`config.mk`:
```
export PLATFORM = sky130hd
export DESIGN_NAME = game_sequencer
export DESIGN_NICKNAME = d
export VERILOG_FILES = /design/src/rtl/game_sequencer.sv
export SDC_FILE = /design/constraint.sdc
export NUM_CORES = 1
export LEC_CHECK = 0
export BUFFER_PORTS_ARGS = -buffer_cell sky130_fd_sc_hd__buf_4
export CAP_MARGIN = 10
export CORE_UTILIZATION = 35
export CTS_CLUSTER_SIZE = 8
export DETAILED_ROUTE_END_ITERATION = 7
export GPL_TIMING_DRIVEN = 0
export PLACE_DENSITY = 0.68
export SYNTH_ARGS = -nofsm -noshare
export SYNTH_HDL_FRONTEND = slang
export SYNTH_SLANG_ARGS = --single-unit
export TNS_END_PERCENT = 5
```
`constraint.sdc`:
```
create_clock -name CLOCK_50 -period 2 [get_ports CLOCK_50]
set_clock_uncertainty 0.05 [all_clocks]
set_input_delay 0.4 -clock CLOCK_50 [delete_from_list [all_inputs] [get_ports CLOCK_50]]
set_output_delay 0.4 -clock CLOCK_50 [all_outputs]
set_load 0.05 [all_outputs]
```
`src/rtl/game_sequencer.sv`:
```
// Round controller for the Zoordian game: credit-gated start, pattern load wait,
// guess/grade rounds, and the win/loss decision. All outputs are registered (1-cycle latency).
// Inputs are not backpressured; a GuessSubmit or GradeDone that arrives in the wrong state is dropped.
//
// Ports:
//   CLOCK_50, reset (async, active-low)
//   roundReady, NumRounds      : coin credit status and credited round count
//   StartButton                : player start/ack level; rising edge detected internally
//   patternReady               : master pattern loaded
//   GuessSubmit, GradeDone     : one-cycle pulses from player and grader
//   Znarly                     : exact-match count from grader
//   StartGame, GradeIt, GuessAccept, RoundNumber, RoundsLeft, GameWon, GameOver, state
module game_sequencer #(
  parameter int MAX_ROUNDS = 8,
  parameter int NUM_SHAPES = 4
) (
  input  logic       CLOCK_50,
  input  logic       reset,
  input  logic       roundReady,
  input  logic [4:0] NumRounds,
  input  logic       StartButton,
  input  logic       patternReady,
  input  logic       GuessSubmit,
  input  logic       GradeDone,
  input  logic [3:0] Znarly,
  output logic       StartGame,
  output logic       GradeIt,
  output logic       GuessAccept,
  output logic [3:0] RoundNumber,
  output logic [4:0] RoundsLeft,
  output logic       GameWon,
  output logic       GameOver,
  output logic [2:0] state
);

  typedef enum logic [2:0] {
    IDLE  = 3'd0,
    LOAD  = 3'd1,
    PLAY  = 3'd2,
    GRADE = 3'd3,
    WIN   = 3'd4,
    LOSE  = 3'd5
  } state_t;

  localparam logic [4:0] MAX_R   = MAX_ROUNDS[4:0];
  localparam logic [3:0] WIN_CNT = NUM_SHAPES[3:0];

  state_t st;
  logic   start_prev;
  logic   start_edge;

  assign start_edge = StartButton & ~start_prev;
  assign state      = st;

  always_ff @(posedge CLOCK_50 or negedge reset) begin
    if (!reset) begin
      st          <= IDLE;
      start_prev  <= 1'b0;
      StartGame   <= 1'b0;
      GradeIt     <= 1'b0;
      GuessAccept <= 1'b0;
      RoundNumber <= 4'd0;
      RoundsLeft  <= 5'd0;
      GameWon     <= 1'b0;
      GameOver    <= 1'b0;
    end else begin
      start_prev  <= StartButton;
      // Handshake strobes are single-cycle unless re-asserted below.
      GradeIt     <= 1'b0;
      GuessAccept <= 1'b0;

      case (st)
        IDLE: begin
          if (start_edge && roundReady && (NumRounds != 5'd0)) begin
            st         <= LOAD;
            StartGame  <= 1'b1;
            RoundsLeft <= (NumRounds > MAX_R) ? MAX_R : NumRounds;
          end
        end

        LOAD: begin
          if (patternReady) begin
            st          <= PLAY;
            RoundNumber <= 4'd1;
          end
        end

        PLAY: begin
          if (GuessSubmit) begin
            st          <= GRADE;
            GradeIt     <= 1'b1;
            GuessAccept <= 1'b1;
          end
        end

        GRADE: begin
          if (GradeDone) begin
            if (Znarly >= WIN_CNT) begin
              // A win takes priority over budget exhaustion on the last round.
              st        <= WIN;
              StartGame <= 1'b0;
              GameWon   <= 1'b1;
              GameOver  <= 1'b1;
            end else begin
              if (RoundsLeft != 5'd0) begin
                RoundsLeft <= RoundsLeft - 5'd1;
              end
              if (RoundsLeft <= 5'd1) begin
                st        <= LOSE;
                StartGame <= 1'b0;
                GameOver  <= 1'b1;
              end else begin
                st          <= PLAY;
                RoundNumber <= RoundNumber + 4'd1;
              end
            end
          end
        end

        WIN, LOSE: begin
          // Acknowledge only returns to IDLE; a fresh edge is needed to start again.
          if (start_edge) begin
            st          <= IDLE;
            GameWon     <= 1'b0;
            GameOver    <= 1'b0;
            RoundNumber <= 4'd0;
            RoundsLeft  <= 5'd0;
          end
        end

        default: begin
          st          <= IDLE;
          StartGame   <= 1'b0;
          RoundNumber <= 4'd0;
          RoundsLeft  <= 5'd0;
          GameWon     <= 1'b0;
          GameOver    <= 1'b0;
        end
      endcase
    end
  end

endmodule

```
* After elaboration in Yosys (flattened, before gate mapping) *
Index checks and enable logic that the tools add are counted.

word-level totals
  input port bits = 16
  flip-flop bits (word level) = 17

cells by class
  bitwise operators = 6
  order comparisons = 3
  add/subtract/negate cells = 2
  equality and inequality tests = 15
  reduce and logical (&&, ||, !) cells = 16
  multiplexer cells = 36

operators by type and width
  kind                                                               count
  2-to-1 mux 5 bit                                                   6
  2-to-1 mux 3 bit                                                   7
  2-to-1 mux 4 bit                                                   5
  case mux 5 bit (4 select lines)                                    1
  inequality test 2 bit, second input constant                       9
  case mux 4 bit (4 select lines)                                    1
  case mux 3 bit (5 select lines)                                    1
  2-to-1 mux 1 bit                                                   12
  AND reduction 4 bit                                                3
  AND reduction 6 bit                                                2
  nonzero test 5 bit                                                 2
  case mux 1 bit (3 select lines)                                    3
  == test 3 x 2 -> 1 bit, second input constant                      2
  == test 3 bit, second input constant                               2
  OR reduction 2 bit                                                 3
  > comparator 5 x 4 -> 1 bit, second input constant                 1
  less-or-equal comparator 5 x 1 -> 1 bit, second input constant     1
  NOT 1 bit                                                          5
  AND reduction 5 bit                                                1
  subtractor 5 x 1 -> 5 bit, second input constant                   1
  adder 4 x 1 -> 4 bit, second input constant                        1
  greater-or-equal comparator 4 x 3 -> 1 bit, second input constant  1
  OR reduction 4 bit                                                 1
  == test 3 x 1 -> 1 bit, second input constant                      1
  5 further kinds                                                    6

* Longest topological paths before layout *
Gate-level depths: netlist of run 1.

  depth after elaboration = 6
  gate-level depth with buffers = 7
  mapped depth without buffers = 7

* Worst setup path before layout of run 1 *
OpenSTA, ideal clock, no wires.

  kind = reg2reg
  from = reg RoundsLeft[1]
  to = reg RoundNumber[3]
  setup slack = -0.094 ns
  arrival = 1.967 ns
  cell stages (with the launch flop) = 8
  period minus slack after synthesis = 2.094 ns
  path through = dfrtp_1 > inv_1 > ha_1 > o21bai_1 > a21oi_2 > nand4_1 > or3_1 > o21ai_1

on the way
  word-level cells in the longest chain between the ends = 3

RTL lines
  item                                     RTL line  RTL
  from (decl)                              30        output logic [4:0] RoundsLeft,
  from (signal assigned)                   77        RoundsLeft <= (NumRounds > MAX_R) ? MAX_R : NumRounds;
  from (signal assigned)                   106       RoundsLeft <= RoundsLeft - 5'd1;
  less-or-equal comparator 5 x 1 -> 1 bit  108       if (RoundsLeft <= 5'd1) begin
  inequality test 2 bit (no source line)   --
  AND reduction 6 bit (no source line)     --
  to (signal assigned)                     114       RoundNumber <= RoundNumber + 4'd1;
  to (decl)                                29        output logic [3:0] RoundNumber,

No other way between the ends.
A chain may end at the register's enable or synchronous reset.

* Final worst setup path of run 1 *
  from = reg st[2], in the netlist state[2]
  to = reg RoundNumber[3]

on the way
  word-level cells in the longest chain between the ends = 4

RTL lines
  item                                                                        RTL line  RTL
  from (decl)                                                                 48        state_t st;
  from (signal assigned)                                                      57        st <= IDLE;
  from (signal assigned)                                                      75        st <= LOAD;
  from (signal assigned)                                                      83        st <= PLAY;
  == test 3 bit (tied with other cells)                                       72        case (st)
  OR reduction 2 bit (on tied branches)                                       --
  inequality test 2 bit (no source line) / NOT 1 bit (equally long branches)  --
  AND reduction 6 bit (no source line)                                        --

Parallel ways exist; a longest one is shown, timed or not.

==> results of run 1 <==
[sequential cells by signal, summed over array words and instances, names as in the netlist]
name	flops
RoundsLeft	5
RoundNumber	4
state	3
GameOver	1
GameWon	1
GuessAccept	1
StartGame	1
start_prev	1
[synth_stat cells, types with 2 or more instances]
master	count
dfrtp_1	17
nand2_1	13
nor2_1	12
a21oi_1	7
inv_1	7
o21ai_0	7
buf_2	3
ha_1	3
nand2b_1	3
nand4_1	3
nor3_1	3
o22ai_1	3
a21oi_2	2
buf_4	2
mux2i_1	2
nor2b_1	2
o21ai_1	2
or3_1	2
[report_power, final]
| group | switching, mW | total (mW) | internal (mW) |
|---|---|---|---|
| Combinational | 1.05 | 1.63 | 0.586 |
| Clock | 0.113 | 0.190 | 0.0775 |
| Sequential | 0.0915 | 0.546 | 0.455 |
[cells by family (layout without fill, tap and decap cells)]
kind of cell             count (synthesis)  in the layout  synth area share, %
AND/OR/NAND/NOR                         46             46                 21.7
AO/OA/AOI/OAI                           38             38                 27.1
flip-flops                              17             17                 39.3
buffers and inverters                   14             48                 6.59
adder cells (fa/ha/maj)                  3              3                 3.47
multiplexers                             2              2                 1.85
[per-stage QoR]
stage               instance area, um^2  setup TNS (ps)
floorplan                          1080           -9.88
global placement                   1340               0
finish                             1380               0
detailed placement                 1340               0
global route                       1380               0
CTS                                1380               0
[what timing repair did]
item / 4_1_cts / 5_1_grt
endpoints found under the setup margin: 0 / 1
resized for setup: 0 / 1
hold buffers: 1 / 0
endpoints found under the hold margin: 17 / 0
[metal layers]
metal  global-route usage [%]  wire, um  vias up
li1                         -         -      502
met1                     22.3      1210      505
met2                     26.2      1270       23
met3                     2.01       101        2
met4                     9.76        34        0
met5                        0         0        -
[worst max-delay path: cells and delay by family, from the launching register on]
family / cells / cell delay [ps]
DFF: 1 / 420
AOI/OAI and AO/OA: 1 / 80
buffers and inverters: 1 / 210
and+or+nand+nor: 3 / 1040
[worst max-delay path by stage]
stage	to	slack, ps	cells past startpoint
3_3_place_gp	RoundsLeft[1]	130	6
3_5_place_dp	RoundsLeft[0]	70	6
2_1_floorplan	RoundsLeft[4]	-10	6
5_1_grt	RoundNumber[3]	40	5
4_1_cts	RoundNumber[3]	100	7
6_report	RoundNumber[3]	130	5
[area by class of cell]
type / instances / area share (%)
multi-input combinational: 89 / 42.9
inverter: 8 / 2.17
clock buffer: 4 / 1.90
sequential: 17 / 30.8
timing repair buffer: 30 / 16.5
buffer: 6 / 2.98
tap: 31 / 2.80
==> results.ini, run 1 <==
[sta]
setup_ws_ps = 132
fin_crit_sh_pct = 93.4
post-route-min-period_ps = 1870
tightest_slew_ps = 703
holdWs_ps = 170
slew_headroom_pct = 53.1
final_max_slew_viol_count = 0
rsz0062_at_grt = no
setup_viol = 0
finalHoldViolations = 0
clock.fmax_ghz = 0.535

[worst_setup_path]
cp_max_fo = 10
crit_required_ps = 2170
r2r_end = RoundNumber[3]
rr_worst_depth = 5
cpPeakStageDelay_ps = 480
critPathKind = register to register
path_cells = buf_2, nor2_1, nand2_1, or3_1, o21ai_1
startpoint = state[2]
end_kind = register
cp.arrival_ps = 2040
crit_path_top_delay_cell = nor2_1
worst_setup_path_start_kind = register
r2r_slack_ps = 130
r2r-start = state[2]

[final_layout]
fill_cells = 284
drive_gt1_share_pct = 31.8
final_cells = 185
nets = 174
area_growth_pct = 27.9
diodes = 0
final_util_pct = 48.5
multi_input_area_um2 = 593
seqCellArea_um2 = 427
final_common_cell = buf_4
final_cell_mix = 31 x buf_4, 16 x dfrtp_1, 13 x nand2_1

[logic_synthesis]
netlist_area_um2 = 1080
yosysTopAreaCell = dfrtp_1
ys.flop_type = dfrtp_1
synth_cells = 120
avgSynthCellArea_um2 = 9.02
ys_ff_latch = 17
yosysSeqAreaShare_pct = 39.3
yosys_warnings = 0
synth_edf_count = 0
synth_cell_types = 45
synth.top_cell.area_share_pct = 39.3
async_flop_share_pct = 100
synth_nets = 139
synth_area_leaders = dfrtp_1 39%, nand2_1 4.5%, nor2_1 4.2%, ha_1 3.5%, a21oi_1 3.2%

[power]
p_total_mw = 2.37
peakVddDrop_mv = 0.596
cellLeakagePower_nw = 0.639
power_density_nw_per_um2 = 1710

[grt]
grt_pass1_wl_um = 4280
grt_antenna_before_repair = 0
overflow = 0
grt_max_degree = 18
grt_pass1_vias = 994
grt_usage_pct = 16.7

[floorplanning]
die_y_um = 57.6
io_pins = 33
row_count = 19
core_area_um2 = 2850
start_util_pct = 37.9
design.die.area_um2 = 3320
die-width_um = 57.6

[worst_hold_path]
worstHoldPathType = input pin to register
min_from = StartButton
hold_path_end = start_prev
holdPathStages = 1

[drt]
dr.first_iter.drc_count = 28
wl_per_cell_um = 14.2
routed-via-count = 1032
wl_um = 2620
drtPass1Iterations = 6
drtAntennaViolNets = 0
viasPerCell = 5.58
drc = 2

[clock_network]
cts-root-buf = clkbuf_4
clockBufferDepth = 2
cts_setup_buffers = 0
path_clk_slew_ps = 100
htreeDepth = 1
worstSkewPairLatency_ps = 290
cts_tree = done
cts_made_buffers = 3
cts_sinks = 17

[placed_design]
dp_cells = 180
port-buffer-count = 29
pre_cts_slack_ps = 69.8
place_hpwl_um = 2000
place_congestion = 0.783

[run]
drv_cap = 0

[outcome]
outcome = finished, violations left
violations = DRC

Power figures use the tool's default switching activity.
==> run 2: changes to the inputs <==
--- a/config.mk
+++ b/config.mk
@@ -5,6 +5,7 @@
 export SDC_FILE = /design/constraint.sdc
 export NUM_CORES = 1
 export LEC_CHECK = 0
+export ABC_AREA = 1
 export BUFFER_PORTS_ARGS = -buffer_cell sky130_fd_sc_hd__buf_4
 export CAP_MARGIN = 10
 export CORE_UTILIZATION = 35
==> run 2 against run 1 <==
Effect of this change: the run now ends clean; wire length is 1.3% lower; global-route usage grew 0.67 points; die area up 3.4%; critical path depth is 6 higher; final area grew 3.9%; register-to-register slack improved by 220 ps; cell count grew 24%; critical path type unchanged; largest cell class unchanged; highest routed layer unchanged.
==> results.ini, run 2 <==
[grt]
overflow = 0
grt_antenna_before_repair = 0
grt_usage_pct = 17.4
grt_max_degree = 18
grt_pass1_vias = 1038
grt_pass1_wl_um = 4500

[drt]
drc = 0
routed-via-count = 1074
viasPerCell = 4.69
wl_per_cell_um = 11.3
drtAntennaViolNets = 0
drtPass1Iterations = 4
dr.first_iter.drc_count = 19
wl_um = 2580

[clock_network]
cts_tree = done
cts_made_buffers = 3
worstSkewPairLatency_ps = 290
htreeDepth = 1
path_clk_slew_ps = 100
cts_resized = 0
cts-root-buf = clkbuf_4
cts_setup_buffers = 0
clockBufferDepth = 2
cts_sinks = 17

[placed_design]
place_congestion = 0.861
port-buffer-count = 30
place_hpwl_um = 2060

[logic_synthesis]
ys_ff_latch = 17
yosysSeqAreaShare_pct = 37.9
synth_nets = 169
netlist_area_um2 = 1120
synth_cells = 150
yosys_warnings = 0
synth.top_cell.area_share_pct = 37.9
yosysTopAreaCell = dfrtp_1
yosys-top-cells-count = 39 x nand2_1, 17 x dfrtp_1, 16 x inv_1, 16 x nor2_1, 12 x o21ai_1
synth_edf_count = 0
yosysMostFrequentCell = nand2_1
ys.flop_type = dfrtp_1
avgSynthCellArea_um2 = 7.47
synth_cell_types = 28
synth_area_leaders = dfrtp_1 38%, nand2_1 13%, o21ai_1 5.4%, inv_1 5.4%, nor2_1 5.4%
async_flop_share_pct = 100

[worst_setup_path]
end_kind = register
crit_path_frequent_cell = nand2_1
crit_path_top_delay_cell = dfrtp_1
critPathKind = register to register
worst_setup_path_start_kind = register
cp.arrival_ps = 1820
critical-path-top-delay-family = simple AND/OR/NAND/NOR gates
cpPeakStageDelay_ps = 470
crit_required_ps = 2180
path_cells = inv_1, ha_1, inv_1, nor2_1, nand2_1, nand2_1, nand2_1, nand2_4, nor2_8, nand2_1, o21ai_1
path_buf_inv = 2
cp_max_fo = 9

[final_layout]
final_util_pct = 47.1
area_growth_pct = 28.2
final_common_cell = nand2_1
drive_gt1_share_pct = 28.6
top_register = RoundsLeft
nets = 205
largest_register_ffs = 5
diodes = 0
final_cell_mix = 39 x nand2_1, 31 x buf_4, 17 x dfrtp_1

[sta]
rsz0062_at_grt = no
setup_viol = 0
tightest_slew_ps = 295
finalHoldViolations = 0
post-route-min-period_ps = 1650
clock.fmax_ghz = 0.607
fin_crit_sh_pct = 82.4
slew_headroom_pct = 80.2
finalSetupTns_ps = 0
final_max_slew_viol_count = 0

[power]
peakVddDrop_mv = 0.935
p_comb_share_pct = 68.8
internal_power_mw = 1.06
netSwitchingPower_mw = 1.39
seq_power_share_pct = 23.6
swShare_pct = 56.7
pwr-share-clk_pct = 7.7
power_density_nw_per_um2 = 1700
cellLeakagePower_nw = 0.755

[outcome]
outcome = finished, final reports clean

[run]
drv_cap = 0

[floorplanning]
die-width_um = 58.6
start_util_pct = 36.7
core_area_um2 = 3050
die_y_um = 58.6
design.die.area_um2 = 3430
row_count = 20
io_pins = 33

[worst_hold_path]
worstHoldPathType = input pin to register

## run 2: changes by cell type after synthesis, moves of 4 or more
cell	delta
nor2_1	+4
nand3_1	+6
nand2_1	+26
a21oi_1	-5
o21ai_1	+10
inv_1	+9
## run 2: through the flow
stage / hold WS [ps] / instance area [um^2] / setup WS (ps) / instances / total power, mW
2_1_floorplan: 54.4 / 1120 / 193 / 150 / 1.85
3_3_place_gp: 229 / 1400 / 425 / 224 / 2.23
3_5_place_dp: 233 / 1400 / 383 / 224 / 2.26
4_1_cts: 178 / 1440 / 357 / 229 / 2.46
5_1_grt: 163 / 1440 / 190 / 229 / 2.67
6_report: 187 / 1440 / 351 / 229 / 2.45
## run 2: logic make-up (layout without fill, tap and decap cells)
family	count (synthesis)	after routing	share of synthesized area (%)
buffers and inverters	22	57	7.92
XOR/XNOR	2	2	1.56
flip-flops	17	17	37.9
adder cells (fa/ha/maj)	3	3	3.35
AND/OR/NAND/NOR	81	81	36.8
AO/OA/AOI/OAI	25	25	12.4
## run 2: final timing paths
check / from / endpoint / slack, ps / depth (start not counted)
min reg2reg: GameWon / GameWon / 450 / 2
max reg2reg: RoundsLeft[0] / RoundsLeft[2] / 350 / 11
max: RoundsLeft[0] / RoundsLeft[2] / 350 / 11
max in group asynchronous: reset / state[1] / 1260 / 2
min in group asynchronous: reset / RoundsLeft[0] / 450 / 2
min: StartButton / start_prev / 190 / 1
## run 2: power groups by stage
stage                     sequential [mW]  combinational, mW  clock [mW]
after floorplan                     0.896              0.957           0
after global placement              0.577               1.65           0
after detailed placement            0.581               1.68           0
after CTS                           0.574               1.69       0.196
after global routing                0.595               1.86       0.213
final                               0.576               1.68       0.187
## run 2: layout make-up
type / count / area [um^2]
Fill cell: 325 / 1620
Multi-Input combinational cell: 111 / 607
Sequential cell: 17 / 425
Timing Repair Buffer: 31 / 235
Inverter: 21 / 81.3
Tap cell: 44 / 55.1
Clock buffer: 4 / 26.3
Buffer: 1 / 7.51
## run 2: worst register-to-register path, delay by kind of cell, from the launching register on
| kind | cells | cell delay [ps] |
|---|---|---|
| fa+ha+maj | 1 | 230 |
| compound gates | 1 | 80 |
| simple gates | 7 | 600 |
| buf+inv | 2 | 150 |
| flops | 1 | 470 |
## run 2: repair_timing
action,CTS,global route
endpoints found under the setup margin,0,0
endpoints found under the hold margin,17,0
hold buffers,1,0
## run 2: routing by layer
layer	share of wire, %	track usage, %
met1	45	21.5
met5	0	0
met3	3.3	2.64
met2	51	29.7
met4	1.0	8.16
